$ cat src/rtl/loralite_pkg.sv
// Shared LoraLite receive definitions: CRC16-MODBUS constants, error codes and checker state encoding.
// Pure declarations: no latency and no flow control of its own.
package loralite_pkg;

  localparam logic [15:0] CRC_POLY = 16'hA001;
  localparam logic [15:0] CRC_INIT = 16'hFFFF;

  localparam logic [1:0] ERR_OK      = 2'b00;
  localparam logic [1:0] ERR_CRC     = 2'b01;
  localparam logic [1:0] ERR_LEN     = 2'b10;
  localparam logic [1:0] ERR_TIMEOUT = 2'b11;

  typedef enum logic [2:0] {
    ST_IDLE,
    ST_BODY,
    ST_CRC_LO,
    ST_CRC_HI,
    ST_DONE
  } state_t;

  // One bit of the reflected CRC shift register.
  function automatic logic [15:0] crc_bit_step(input logic [15:0] c);
    return c[0] ? ((c >> 1) ^ CRC_POLY) : (c >> 1);
  endfunction

endpackage

$ cat src/rtl/loralite_crc_byte.sv
// Combinational CRC16-MODBUS update of one byte, eight unrolled shift steps; zero latency.
// No flow control: the caller decides when the result is registered.
module loralite_crc_byte
  import loralite_pkg::*;
(
  input  logic [15:0] i_crc,
  input  logic [7:0]  i_byte,
  output logic [15:0] o_crc
);

  logic [8:0][15:0] w_stage;

  assign w_stage[0] = i_crc ^ {8'h00, i_byte};

  for (genvar g = 0; g < 8; g++) begin : g_step
    assign w_stage[g+1] = crc_bit_step(w_stage[g]);
  end

  assign o_crc = w_stage[8];

endmodule

$ cat config.mk
export PLATFORM = sky130hd
export DESIGN_NAME = loralite_crc_byte
export DESIGN_NICKNAME = d
export VERILOG_FILES = /design/src/rtl/loralite_pkg.sv /design/src/rtl/loralite_crc_byte.sv
export SDC_FILE = /design/constraint.sdc
export NUM_CORES = 1
export LEC_CHECK = 0
export CAP_MARGIN = 0
export CORE_AREA = 4 4 41 43
export DETAILED_ROUTE_END_ITERATION = 16
export DIE_AREA = 0 0 45 47
export PLACE_DENSITY_LB_ADDON = 0.05
export SLEW_MARGIN = 0
export SYNTH_ARGS = -nofsm -noshare
export SYNTH_HDL_FRONTEND = slang
export SYNTH_SLANG_ARGS = --single-unit
$ cat constraint.sdc
create_clock -name vclk -period 2.6
set_input_delay 0.26 -clock vclk [all_inputs]
set_output_delay 0.26 -clock vclk [all_outputs]
set_load 0.02 [all_outputs]
* Word-level counts from Yosys, hierarchy flattened
Cells that the tools add are included.
Storage, ports and cells: word-level logic and storage cells 17, input port bits 24, flip-flop bits (word level) 0, output and inout port bits 16
Cells by class: bitwise logic cells 9, muxes and demuxes 8
Operators with widths (number):
- 2-to-1 mux 16 bit | 8
- inverter 2 -> 3 bit | 8
- bitwise XOR 16 x 8 -> 16 bit | 1

* Longest topological paths before layout
depth in word-level cells 17, depth in mapped cells 4, gate-level depth less buffers 4

* Worst setup path after synthesis
OpenSTA, ideal clock, no wires.
path type in2out, start input port i_byte[3], end output port o_crc[15], stages 4, setup slack 713 ps, path buffers 0, required time 2340 ps, arrival time 1627 ps, cells stage by stage xnor2_1 xor2_1 xnor2_1 xnor2_1
Between the ends: cells in the longest elaborated chain, start to end 10
Ends and longest elaborated chain:
- start: declaration | RTL line loralite_crc_byte.sv:7 | input logic [7:0] i_byte,
- bitwise XOR 16 x 8 -> 16 bit * | RTL line loralite_crc_byte.sv:13 | assign w_stage[0] = i_crc ^ {8'h00, i_byte};
- 2-to-1 mux 16 bit * (2 in a row) | RTL line loralite_pkg.sv:23 | return c[0] ? ((c >> 1) ^ CRC_POLY) : (c >> 1);
- inverter 2 -> 3 bit (no line)
- 2-to-1 mux 16 bit * (6 in a row) | RTL line loralite_pkg.sv:23
- end: declaration | RTL line loralite_crc_byte.sv:8 | output logic [15:0] o_crc
Every way passes the cells marked *; elsewhere a longest branch is shown, timed or not.

* Final worst setup path
start input port i_byte[1], end output port o_crc[7]
Between the ends: cells in the longest elaborated chain, start to end 10
Ends and longest elaborated chain (RTL line):
- bitwise XOR 16 x 8 -> 16 bit * | loralite_crc_byte.sv:13
- inverter 2 -> 3 bit (no line)
- 2-to-1 mux 16 bit * (8 in a row) | loralite_pkg.sv:23
Marked as above.

==> summary by stage <==
Run status
The flow ran to the end, and the final reports show no timing, DRC or antenna violations.

Critical path
The worst setup path is captured at an output port. The worst-path maximum fanout is 2. The slowest stage of the critical path belongs to the cell sky130_fd_sc_hd__clkdlybuf4s50_1. Data on the critical path arrives at its endpoint at a little under 2 ns.

Walking the worst path, the cells encountered are clkdlybuf4s50_1 > xor2_2 > xnor2_1 > buf_4 > xor2_1 > clkdlybuf4s50_1. On the worst path, the slowest cell contributes a delay of between 0.6 and 0.7 ns. The start-to-end type of the worst setup path is input port to output port.

The startpoint type of the worst setup path is an input port. Among the stages of the critical path, the cell type that occurs most often is sky130_fd_sc_hd__clkdlybuf4s50_1. The endpoint required time on the critical path is roughly 2.3 ns.

GRT
The global route total overflow is 0. The global-route wire length before repair is approximately 1.2 mm. The number of global-route vias before repair is 322. The number of antenna violations at the first check in global routing is 0. The largest net degree at the start of global routing is 4. The global-route total usage across every layer is ~7.4%.

Min path
The worst hold path depth is 0. For hold timing, the worst endpoint is o_crc[3]. The worst hold path begins at i_crc[11]. The tightest min-delay check is of the input port to output port type.

Power and ir drop
The overall power after layout is ~390 µW. Summed over all cells, the static leakage comes to around 0.29 nW. The power density normalized to cell area is just over 600 nW/µm². The largest voltage drop on the vdd net is between 0.0002 and 0.00025 V.

Placed design
The number of buffers added on ports is 30. The routability congestion estimate from global placement is roughly 0.6. After legalization and detailed placement, the total HPWL measured 802 µm.

Logic synthesis
The number of synthesis warnings is 0. Each instance of the synthesized netlist takes up on average between 9 and 10 µm². The post-synthesis cell type count is 7. The part of the Yosys area used for sequential elements is 0%. The post-synthesis net count is 53. The gate count after technology mapping is 29. By area the synthesized netlist is led by sky130_fd_sc_hd__xnor2_1 38%, sky130_fd_sc_hd__xor2_1 22%, sky130_fd_sc_hd__buf_4 13%. The largest area contributor in the synthesized netlist is sky130_fd_sc_hd__xnor2_1. The cell area after synthesis is between 200 and 300 µm². In this run the biggest area consumer among cell types represents between 30% and 40% of the synthesized area. The commonest cells after synthesis are 12 x sky130_fd_sc_hd__xnor2_1, 7 x sky130_fd_sc_hd__xor2_1, 5 x sky130_fd_sc_hd__buf_4.

sky130_fd_sc_hd__xnor2_1 is the most common cell in the netlist.

Timing
The fmax is 449 MHz. At the pin with the least slew margin, the transition time is 0.332 ns. Summed over all failing endpoints, the final setup total negative slack is 0 ns. Setup repair after global routing left no endpoint under its margin.

The final hold violation count was 0. The worst relative slew slack is between 70 and 80%. The worst path uses between 80% and 90% of the clock period. The worst path in the final design needs a cycle of ~2.2 ns, including I/O delays and setup. The total of endpoints with negative setup slack in the final report is 0. The number of slew-limit violations in the final report is 0.

Run
Max-cap violations in this run came to 0.

Route
The number of detailed-route iterations in the first pass is 2. The total routed wirelength is between 800 and 900 µm. The vias per cell is 3.71. The DRC violation count after routing is 0. The count of vias placed by the detailed router is between 200 and 300.

The count of antenna-violating nets left after detailed routing is 0. For this block, the initial DRC count from the detailed router was 1. The average wire per standard cell is approximately 11 µm.

Cells and area
After layout, the clock buffer instance count stands at 0. The number of antenna diodes in the final layout is 0. The number of nets in the finished design is 89. The flip-flop and latch count is 0.

The footprint of the multi-input gates is between 200 and 250 µm². The proportion of layout cells with a drive suffix above 1 is between 20% and 30%. Registers take 0 µm². Counting the fill cells in the layout gives 134. The area growth from synthesis to layout is 130%. The fraction of the core area covered by cells at the end of the flow is 49.4%.

Floorplanning
The die is ~45 µm wide. From bottom edge to top edge, the die measures 47 µm. The site row count is 13. The die covers 2120 µm². For this configuration, the core starts out at a cell density of a little over a fifth. The number of top-level pins is 40.

The floorplan step defined a core boundary enclosing around 1300 µm².

Clock tree
The total of hold buffers inserted after clock tree synthesis is 0.
## cell type report
class / instances / share of cell area [%]
inverters: 1 / 0.584
multi-input cells: 23 / 38.1
well taps: 15 / 2.92
repair buffers: 39 / 58.4
## routing by layer
metal	vias up	GRT usage (%)	share of wire, %
li1	149	-	-
met1	122	6.33	31
met2	16	17.2	58
met3	2	1.15	11
met4	0	1.17	0.23
met5	-	0	0
## report_power, final
part	switching (mW)	total, mW	leakage, nW	internal [mW]
clock	0	0	0	0
combinational	0.175	0.390	0.286	0.216
sequential	0	0	0	0
## how the worst max path moves through the flow
stage              start  slack (ns)         to
2_1_floorplan  i_byte[3]        0.71  o_crc[15]
3_3_place_gp   i_byte[2]        0.06   o_crc[0]
3_5_place_dp   i_byte[5]        0.02  o_crc[15]
4_1_cts        i_byte[5]        0.02  o_crc[15]
5_1_grt        i_byte[5]        0.27   o_crc[0]
6_report       i_byte[1]        0.37   o_crc[7]
## cell usage in the layout (no fill, tap or decap)
cell type and instances:
sky130_fd_sc_hd__clkdlybuf4s50_1 27, sky130_fd_sc_hd__xnor2_1 12, sky130_fd_sc_hd__buf_4 9, sky130_fd_sc_hd__xor2_1 6, sky130_fd_sc_hd__dlymetal6s2s_1 3, sky130_fd_sc_hd__xor2_2 2
sky130_fd_sc_hd__xnor2_2 2, sky130_fd_sc_hd__inv_1 1, sky130_fd_sc_hd__xnor3_1 1
## timing repair
item                                    in CTS  in global routing
endpoints found under the setup margin       0                  3
gates resized for setup                      0                  4
setup buffers                                0                  1
endpoints found under the hold margin        0                  0
## kinds of logic (layout without fill, tap and decap cells)
logic type / after synthesis / count (layout) / synth area share, %
buf+inv: 6 / 40 / 14.8
xor+xnor: 23 / 23 / 85.2
## metrics by stage
stage	setup slack [ns]	instance area [µm²]	std cells	hold slack, ns
floorplan	0.713	279	29	0.633
global placement	0.0618	621	77	0.520
detailed placement	0.0244	621	77	0.520
CTS	0.0182	621	77	0.520
global route	0.267	643	78	0.520
finish	0.371	643	78	0.520
## worst max-delay path: cells and delay by family
family / cells / cell delay [ns]
buffers and inverters: 3 / 1.26
xor gates and xnor gates: 3 / 0.44
Note: power is estimated with default switching activity, not from simulation.
